**src/rtl/alu_arbiter.sv**
```systemverilog
// alu_arbiter: shares one combinational ALU between two issue ports.
//
// Each cycle one valid request is granted and its operands are steered to
// the ALU. The ALU result and exception are captured into a single
// registered response stage that has valid/ready backpressure.
//
// Build option:
//   ALU_ARB_FIXED_PRIO_EN  defined   -> requester 0 always wins contention
//                          undefined -> round-robin on the last accepted grant
//
// Ports:
//   clk, rst_n                    clock, asynchronous active-low reset
//   req0_valid/ready/a/b/op       issue port 0
//   req1_valid/ready/a/b/op       issue port 1
//   alu_a, alu_b, alu_op          operands/opcode to the ALU (zero when idle)
//   alu_res, alu_exc              result/overflow from the ALU
//   rsp_valid, rsp_ready          response handshake
//   rsp_id, rsp_res, rsp_exc      owner, result and exception of the response
module alu_arbiter #(
    parameter int OPW = 4
) (
    input  logic           clk,
    input  logic           rst_n,
    input  logic           req0_valid,
    output logic           req0_ready,
    input  logic [31:0]    req0_a,
    input  logic [31:0]    req0_b,
    input  logic [OPW-1:0] req0_op,
    input  logic           req1_valid,
    output logic           req1_ready,
    input  logic [31:0]    req1_a,
    input  logic [31:0]    req1_b,
    input  logic [OPW-1:0] req1_op,
    output logic [31:0]    alu_a,
    output logic [31:0]    alu_b,
    output logic [OPW-1:0] alu_op,
    input  logic [31:0]    alu_res,
    input  logic           alu_exc,
    output logic           rsp_valid,
    input  logic           rsp_ready,
    output logic           rsp_id,
    output logic [31:0]    rsp_res,
    output logic           rsp_exc
);

    logic can_accept;
    logic grant0;
    logic grant1;
    logic accept0;
    logic accept1;

    // The response slot is free if empty or being drained this same cycle.
    assign can_accept = !rsp_valid || rsp_ready;

`ifdef ALU_ARB_FIXED_PRIO_EN
    always_comb begin
        grant0 = req0_valid;
        grant1 = req1_valid && !req0_valid;
    end
`else
    // Requester that was accepted most recently; loses the next contention.
    logic last_grant;

    always_comb begin
        grant0 = req0_valid && (!req1_valid || last_grant);
        grant1 = req1_valid && (!req0_valid || !last_grant);
    end

    always_ff @(posedge clk or negedge rst_n) begin
        if (!rst_n) begin
            last_grant <= 1'b1;
        end else if (accept0) begin
            last_grant <= 1'b0;
        end else if (accept1) begin
            last_grant <= 1'b1;
        end
    end
`endif

    assign req0_ready = can_accept && grant0;
    assign req1_ready = can_accept && grant1;
    assign accept0    = req0_valid && req0_ready;
    assign accept1    = req1_valid && req1_ready;

    // Operands follow the grant even while stalled; the ALU is combinational.
    always_comb begin
        alu_a  = '0;
        alu_b  = '0;
        alu_op = '0;
        if (grant0) begin
            alu_a  = req0_a;
            alu_b  = req0_b;
            alu_op = req0_op;
        end else if (grant1) begin
            alu_a  = req1_a;
            alu_b  = req1_b;
            alu_op = req1_op;
        end
    end

    always_ff @(posedge clk or negedge rst_n) begin
        if (!rst_n) begin
            rsp_valid <= 1'b0;
            rsp_id    <= 1'b0;
            rsp_res   <= '0;
            rsp_exc   <= 1'b0;
        end else if (accept0 || accept1) begin
            rsp_valid <= 1'b1;
            rsp_id    <= accept1;
            rsp_res   <= alu_res;
            rsp_exc   <= alu_exc;
        end else if (rsp_valid && rsp_ready) begin
            rsp_valid <= 1'b0;
        end
    end

endmodule

```
**config.mk**
```make
export PLATFORM = sky130hd
export DESIGN_NAME = alu_arbiter
export DESIGN_NICKNAME = d
export VERILOG_FILES = /design/src/rtl/alu_arbiter.sv
export SDC_FILE = /design/constraint.sdc
export NUM_CORES = 1
export LEC_CHECK = 0
export ABC_AREA = 1
export CELL_PAD_IN_SITES_DETAIL_PLACEMENT = 1
export CELL_PAD_IN_SITES_GLOBAL_PLACEMENT = 1
export CORE_AREA = 2 2 108 110
export CTS_CLUSTER_SIZE = 24
export DETAILED_ROUTE_END_ITERATION = 10
export DIE_AREA = 0 0 110 112
export DONT_BUFFER_PORTS = 1
export GPL_ROUTABILITY_DRIVEN = 0
export PLACE_DENSITY = 0.55
export SYNTH_ARGS = -nofsm -noshare
export SYNTH_HDL_FRONTEND = slang
export SYNTH_SLANG_ARGS = --single-unit
```
**constraint.sdc**
```tcl
create_clock -name clk -period 1.6 [get_ports clk]
set_input_delay 0.16 -clock clk [delete_from_list [all_inputs] [get_ports clk]]
set_output_delay 0.16 -clock clk [all_outputs]
set_load 0.1 [all_outputs]
```
==> impl_metrics.yaml, run 1 <==
status:
  outcome: "finished, violations left"
  violations: "setup timing"
yosys:
  synth-seq-cells: 36
  synth_top_cell_by_area: "dfrtp_1"
  syn_inst: 395
  seq_area_frac_synth_pct: 35.1
  synth_xor_area_share_pct: 0
  syn_area_mm2: 0.00257
  synth_top_family_by_area: "simple AND/OR/NAND/NOR gates"
  muxShareOfSynthArea_pct: 0
  yosysWarnings: 0
  yosysTopAreaCellShare_pct: 34.1
  synth_fa_ha_area_share_pct: 0
  synth-compound-area-share_pct: 0
  ys_types: 14
  syn_nets: 569
  netlist_top_cells_area: "dfrtp_1 34%, nand3_1 33%, nand2_1 20%, buf_6 3.1%, buf_2 2.9%"
  syn_area_per_cell_um2: 6.51
  synth-simple-area-share_pct: 55.1
finish:
  fillers: 1125
  n_antenna_cell: 0
  layout_common_cells: "79 x nand3_1, 78 x buf_12, 69 x nand2_1"
  area_growth_pct: 152
  final_common_cell: "nand3_1"
  drive_gt1_share_pct: 62.2
  final_nets: 694
  instances_no_fill: 664
critical_path:
  worstPathArrival_ns: 1.66
  cp.required_ns: 1.44
  path_class: "reg -> out"
  critical_path.max_fanout: 13
  end_kind: "output pin"
  start_kind: "flip-flop"
sta:
  max_freq_ghz: 0.549
  slew_viol_final: 0
  rsz0062_at_grt: "true"
  holdWs_ns: 0.00455
  fin_skew_ns: 0.00765
  fin_crit_ns: 1.82
  layout_setup_ws_ns: -0.220
  maxSlewHeadroom_pct: 79.8
  period_share_pct: 114
  setup_violations: 73
  hold_viol_final: 0
  tightest_slew_ns: 0.303
power:
  vdd_drop_max_uv: 1450
  p_leak_nw: 2.90
  total_power_mw: 9.90
  power_density_mw_per_mm2: 1530
detailed_routing:
  drcViolationCount: 0
  firstDrtPassIters: 4
  wl_per_cell_um: 24.6
  vias: 3503
  routed_via_density: 5.28
  routed_wl_mm: 16.4
  final_antenna_net_count: 0
  dr.first_iter.drc_count: 191
placed_design:
  port_buffers: 0
  hpwl_mm: 9.67
  dpl.cell_count: 610
cts:
  cts_tree: "yes"
  clock-sinks: 36
  clockRootBuffer: "clkbuf_16"
  htreeDepth: 2
  path_clk_slew_ns: 0.06
  cts_buffers: 5
  clk_latency_ns: 0.27
  clk_path_buf_depth: 2
floorplan:
  ioPinCount: 279
  fp-row-count: 39
  die-area_mm2: 0.0123
  start_util_pct: 23.0
  die_x_um: 110
  coreArea_mm2: 0.0112
  die_h_um: 112
global_routing:
  grt_pass1_wl_mm: 21.2
  grt_usage_pct: 22.3
  overflow: 0
  grt_start_max_net_pins: 71
  first_global_vias: 3642
  antenna_found_initial: 1
min_path:
  hp-class: "in -> reg"
run:
  max_cap_violations: 0
==> flip-flops by register name, indices dropped and copies added (netlist names) <==
| name | flops |
|---|---|
| rsp_valid | 1 |
| rsp_res | 32 |
| rsp_id | 1 |
| last_grant | 1 |
| rsp_exc | 1 |
==> worst max-delay path, stage by stage (launching register included) <==
cell and delay (ns):
dfstp_2 0.55, buf_6 0.12, nand2_8 0.11, buf_12 0.18, nand3_1 0.16, nand2_4 0.09, buf_12 0.17
==> report_power, final <==
group | switching (mW) | total [mW] | leakage (nW) | internal, mW
Combinational | 5.24 | 7.63 | 2.39 | 2.40
Sequential | 0.157 | 1.33 | 0.435 | 1.17
Clock | 0.359 | 0.940 | 0.0681 | 0.581
Total | 5.75 | 9.90 | 2.90 | 4.15
==> layout make-up <==
cell class                 count  area, µm²  area share (%)
multi-input combinational    314       2670            41.2
timing repair buffer         159       2560            39.5
sequential                    36        906            14.0
tap                          143        179            2.76
clock buffer                   7        133            2.04
inverter                       4       22.5           0.347
clock inverter                 1       8.76           0.135
==> layer usage <==
| layer | vias to the layer above | track usage (%) | wire length [µm] |
|---|---|---|---|
| met3 | 31 | 5.97 | 1280 |
| met1 | 1715 | 25.5 | 5800 |
| met5 | - | 0 | 16 |
| li1 | 1577 | - | - |
| met4 | 2 | 7.76 | 576 |
| met2 | 178 | 39.3 | 8680 |
==> per-stage QoR <==
stage / utilization (%) / worst slack [ns] / area, µm² / TNS [ns]
after floorplan: - / -0.0139 / 3060 / -0.0152
after global placement: 42.9 / 0.101 / 4790 / 0
after detailed placement: 42.9 / 0.0495 / 4790 / 0
after CTS: 52.9 / -0.192 / 5910 / -10.57
after global routing: 58.1 / -0.260 / 6490 / -16.55
final: 58.1 / -0.220 / 6490 / -11.68
==> path summary, 6_finish.rpt <==
path                                               from                 endpoint  slack (ns)  cells after the start
worst max-delay path             last_grant$_DFFE_PN1P_                alu_a[21]       -0.22                      6
min in group asynchronous                         rst_n  rsp_res[22]$_DFFE_PN0P_        0.34                      2
worst min register to register  rsp_res[25]$_DFFE_PN0P_  rsp_res[25]$_DFFE_PN0P_        0.52                      2
worst min-delay path                         alu_res[9]   rsp_res[9]$_DFFE_PN0P_       0.005                      2
worst max register to register   last_grant$_DFFE_PN1P_   rsp_res[5]$_DFFE_PN0P_       -0.02                     10
max in group asynchronous                         rst_n   last_grant$_DFFE_PN1P_        1.01                      2
==> synthesized netlist by cell type <==
cell      count
buf_6         7
buf_4         3
buf_1         1
nand3_2       2
inv_1         3
nand2_1     139
nand3_1     170
dfrtp_1      35
dfstp_2       1
inv_2         1
clkbuf_1     15
buf_2        15
nand2_4       1
nand2_2       2
==> kinds of logic (layout without fill, tap and decap cells) <==
| group | Yosys count | count (layout) |
|---|---|---|
| AND/OR/NAND/NOR | 314 | 314 |
| buffers and inverters | 45 | 171 |
| flip-flops | 36 | 36 |
==> what timing repair did <==
action,in CTS,in global routing
buffers inserted,9,8
hold buffers,13,0
endpoints found under the hold margin,47,0
cloned,9,8
endpoints found under the setup margin,70,102
resized for setup,94,62
pin swaps,3,5
Note: power is estimated with default switching activity, not from simulation.
==> run 2, diff against run 1 <==
--- a/config.mk
+++ b/config.mk
@@ -6,6 +6,7 @@
 export NUM_CORES = 1
 export LEC_CHECK = 0
 export ABC_AREA = 1
+export CAP_MARGIN = 20
 export CELL_PAD_IN_SITES_DETAIL_PLACEMENT = 1
 export CELL_PAD_IN_SITES_GLOBAL_PLACEMENT = 1
 export CORE_AREA = 2 2 108 110
==> results of run 2 <==
No change in the layout: final DEF, timing and power equal those of run 1.
